--- src/rtl/adder_8bit.sv ---
// 8-bit ripple-carry adder with combinational sum/carry/overflow/zero flags
// and a one-cycle registered copy of sum, carry and overflow plus a valid flag.
module adder_8bit (
  input  logic       clk,
  input  logic       rst_n,
  input  logic [7:0] a,
  input  logic [7:0] b,
  input  logic       cin,
  output logic [7:0] sum,
  output logic       cout,
  output logic       ovf,
  output logic       zero,
  output logic [7:0] sum_q,
  output logic       cout_q,
  output logic       ovf_q,
  output logic       valid_q
);

  localparam int DATA_W = 8;

  // One full-adder cell: returns {carry_out, sum_bit}.
  function automatic logic [1:0] full_add(input logic x, input logic y, input logic ci);
    logic p;
    p = x ^ y;
    return {(x & y) | (ci & p), p ^ ci};
  endfunction

  logic [DATA_W:0]   carry_p0;
  logic [DATA_W-1:0] sum_p0;

  always_comb begin
    carry_p0    = '0;
    sum_p0      = '0;
    carry_p0[0] = cin;
    for (int i = 0; i < DATA_W; i++) begin
      {carry_p0[i+1], sum_p0[i]} = full_add(a[i], b[i], carry_p0[i]);
    end
  end

  // Signed overflow: carry into the sign bit differs from carry out of it.
  assign sum  = sum_p0;
  assign cout = carry_p0[DATA_W];
  assign ovf  = carry_p0[DATA_W-1] ^ carry_p0[DATA_W];
  assign zero = ~|sum_p0;

  // ---- stage p0 -> p1: registered result ----
  logic [DATA_W-1:0] sum_p1;
  logic              cout_p1;
  logic              ovf_p1;
  logic              vld_p1;

  // The registered result must read zero while reset is held, so the data
  // registers share the asynchronous reset with the valid flag.
  always_ff @(posedge clk or negedge rst_n) begin
    if (!rst_n) begin
      sum_p1  <= '0;
      cout_p1 <= 1'b0;
      ovf_p1  <= 1'b0;
      vld_p1  <= 1'b0;
    end else begin
      sum_p1  <= sum;
      cout_p1 <= cout;
      ovf_p1  <= ovf;
      vld_p1  <= 1'b1;
    end
  end

  assign sum_q   = sum_p1;
  assign cout_q  = cout_p1;
  assign ovf_q   = ovf_p1;
  assign valid_q = vld_p1;

endmodule

--- config.mk ---
export PLATFORM = sky130hd
export DESIGN_NAME = adder_8bit
export DESIGN_NICKNAME = d
export VERILOG_FILES = /design/src/rtl/adder_8bit.sv
export SDC_FILE = /design/constraint.sdc
export NUM_CORES = 1
export LEC_CHECK = 0
export ABC_AREA = 1
export BUFFER_PORTS_ARGS = -buffer_cell sky130_fd_sc_hd__buf_2
export CELL_PAD_IN_SITES_DETAIL_PLACEMENT = 1
export CELL_PAD_IN_SITES_GLOBAL_PLACEMENT = 2
export CORE_UTILIZATION = 19
export DETAILED_ROUTE_END_ITERATION = 8
export PLACE_DENSITY = 0.69
export SLEW_MARGIN = 40
export SYNTH_ARGS = -nofsm -noshare
export SYNTH_HDL_FRONTEND = slang
export SYNTH_SLANG_ARGS = --single-unit
--- constraint.sdc ---
create_clock -name clk -period 3.9 [get_ports clk]
set_input_delay 0.39 -clock clk [delete_from_list [all_inputs] [get_ports clk]]
set_output_delay 0.39 -clock clk [all_outputs]
set_load 0.005 [all_outputs]
==> results.cfg <==
[global_routing]
met2_usage_pct = 17.38
use_met3_pct = 1.874
grt_pass1_vias = 505
grt_overflow = 0
grt_max_degree = 12
grt_pass1_wl_um = 2228
grt.busiest_layer = met2
antenna_found_initial = 0
use_met1_pct = 9.701
grt.total_usage_pct = 9.533

[logic_synthesis]
synth_compound_area_share_pct = 0
yosysWarnings = 0
synth_xor_xnor_area_share_pct = 1.624
synthAdderAreaFrac_pct = 29.70
synth_top_family_by_area = adder cells
synth_simple_gate_area_share_pct = 5.800
ys_types = 9
synth.area.mux_share_pct = 0
syn_area_um2 = 539.3
syn_area_per_cell_um2 = 12.26
yosysSeqAreaShare_pct = 51.04
synth_seq_cells = 11
synth_cells = 44
synth_fp_nets = 71

[pwr]
ir_drop_mv = 0.1298
powerDensity_nw_per_um2 = 379.9
p_leak_nw = 0.4807

[placement]
io_buffer_count = 40
gp_congestion = 0.5995
placed_area_um2 = 799.5
place_hpwl_um = 1163
place_inst = 117

[worst_setup_path]
cp.required_ns = 3.51
worstSetupPathType = primary input to output pin
cp.arrival_ns = 3.56
end_kind = output pin
critical_path.max_fanout = 2
start_kind = primary input

[job]
drv_cap = 0

[floorplan]
ios = 41
die_w_um = 55.28
core_area_um2 = 2567
start_util_pct = 21.00
num_rows = 18
die_area_um2 = 3055
dieHeight_um = 55.28

[final_layout]
nets = 121
final_cell_area_um2 = 895.9
final_cells = 123
layout-drive-gt1-share_pct = 69.89
fill_cells = 309
n_antenna_cell = 0
syn2layout_area_growth_pct = 66.13

[outcome]
violations = negative setup slack
status = complete, but fails checks

[clocking]
cts_buffer_depth = 2
clock-sinks = 11
path_clk_slew_ns = 0.07
cts-root-buf = clkbuf_4
cts_max_level = 1
numCtsBuffers = 3
cts_tree = built

[route]
via_count = 456
drtIter0Drc = 5
first_pass_iters = 2
routedWlPerCell_um = 10.59
ant_nets = 0
drcViolationCount = 0
via_per_inst = 3.707
wl_um = 1302

[sta]
min_period_ns = 3.951
hold_viol = 0
setup_ws_ns = -0.05083
rsz0062_at_grt = yes
fmax_mhz = 253.1
setup_viol = 2
drv_slew = 0
finalCritPeriodShare_pct = 101.3

[min_path]
hold_path.class = primary input to flip-flop
==> final cells by class <==
cell class	count	area [um^2]	area share, %
Timing Repair Buffer	45	265.3	29.61
Tap cell	30	37.54	4.190
Sequential cell	11	275.3	30.73
Clock buffer	4	26.28	2.933
Inverter	16	70.07	7.821
Multi-Input combinational cell	17	221.5	24.72
==> report_power, final <==
group / total (mW) / switching, mW / internal, mW
sequential: 0.137 / 0.00416 / 0.133
combinational: 0.127 / 0.0582 / 0.0683
clock: 0.0765 / 0.0371 / 0.0395
total: 0.340 / 0.0994 / 0.241
==> metrics by stage <==
step / worst slack, ns / setup TNS [ns] / util (%) / hold slack [ns] / total power, mW
2_1_floorplan: 0.05233 / 0 / - / 0.09441 / 0.1860
3_3_place_gp: -0.3027 / -0.4774 / 31.14 / 0.2670 / 0.2501
3_5_place_dp: -0.3586 / -0.6475 / 31.14 / 0.2735 / 0.2553
4_1_cts: -0.1356 / -0.1356 / 34.06 / 0.4673 / 0.3416
5_1_grt: -0.1770 / -0.2917 / 34.89 / 0.4661 / 0.3667
6_report: -0.05083 / -0.05535 / 34.89 / 0.4719 / 0.3403
==> logic make-up (layout without fill, tap and decap cells) <==
family,count (synthesis),after routing
buf+inv,16,65
xor+xnor,1,1
other cells,1,1
flops,11,11
simple gates,7,7
fa+ha+maj,8,8
==> final timing paths <==
| kind | slack, ns | cells after the start | to | start |
|---|---|---|---|---|
| min in group asynchronous | 0.52 | 2 | sum_q[4] | rst_n |
| max in group asynchronous | 3.18 | 2 | cout_q | rst_n |
| min | 0.47 | 2 | sum_q[3] | b[3] |
| max | -0.05 | 19 | zero | a[0] |
==> synthesized netlist by cell type, drive strengths merged <==
cell   instances  area share [%]
xnor2          1             1.6
dfrtp         11              51
nand2          3             2.1
nor2           4             3.7
fa             8              30
conb           1            0.70
inv           16              11
==> placed cells by master, fill, tap and decap left out, drive strengths merged <==
cell type,count
conb,1
nor2,4
inv,16
dfrtp,11
buf,44
nand2,3
fa,8
clkbuf,4
dlygate4sd3,1
xnor2,1
==> critical path, cell delays in order <==
cell,delay (ns)
buf_6,0.10
inv_4,0.04
fa_2,0.19
inv_2,0.04
fa_2,0.33
fa_2,0.35
fa_2,0.35
inv_2,0.06
fa_2,0.18
inv_2,0.04
fa_2,0.33
fa_2,0.36
inv_2,0.06
fa_1,0.42
nand2_1,0.08
inv_1,0.04
nand2_1,0.07
nor2_2,0.03
buf_2,0.12
==> state kept, by name, summed over array words and instances (netlist names) <==
| name | cells |
|---|---|
| cout_q | 1 |
| sum_q | 8 |
| valid_q | 1 |
| ovf_q | 1 |
==> layer usage <==
metal	part of all wire, %	vias up	wire length [um]
li1	-	211	-
met1	35	223	452
met2	58	20	749
met3	5.7	2	74
met4	1.9	0	25
met5	0	-	0
==> repair_timing <==
action	in CTS	in global routing
hold endpoints to repair	11	0
buffers inserted	0	1
hold buffers	1	0
setup endpoints to repair	3	2
gates resized for setup	18	5
cloned	0	0
pin swaps	2	2
Power figures use the tool's default switching activity.
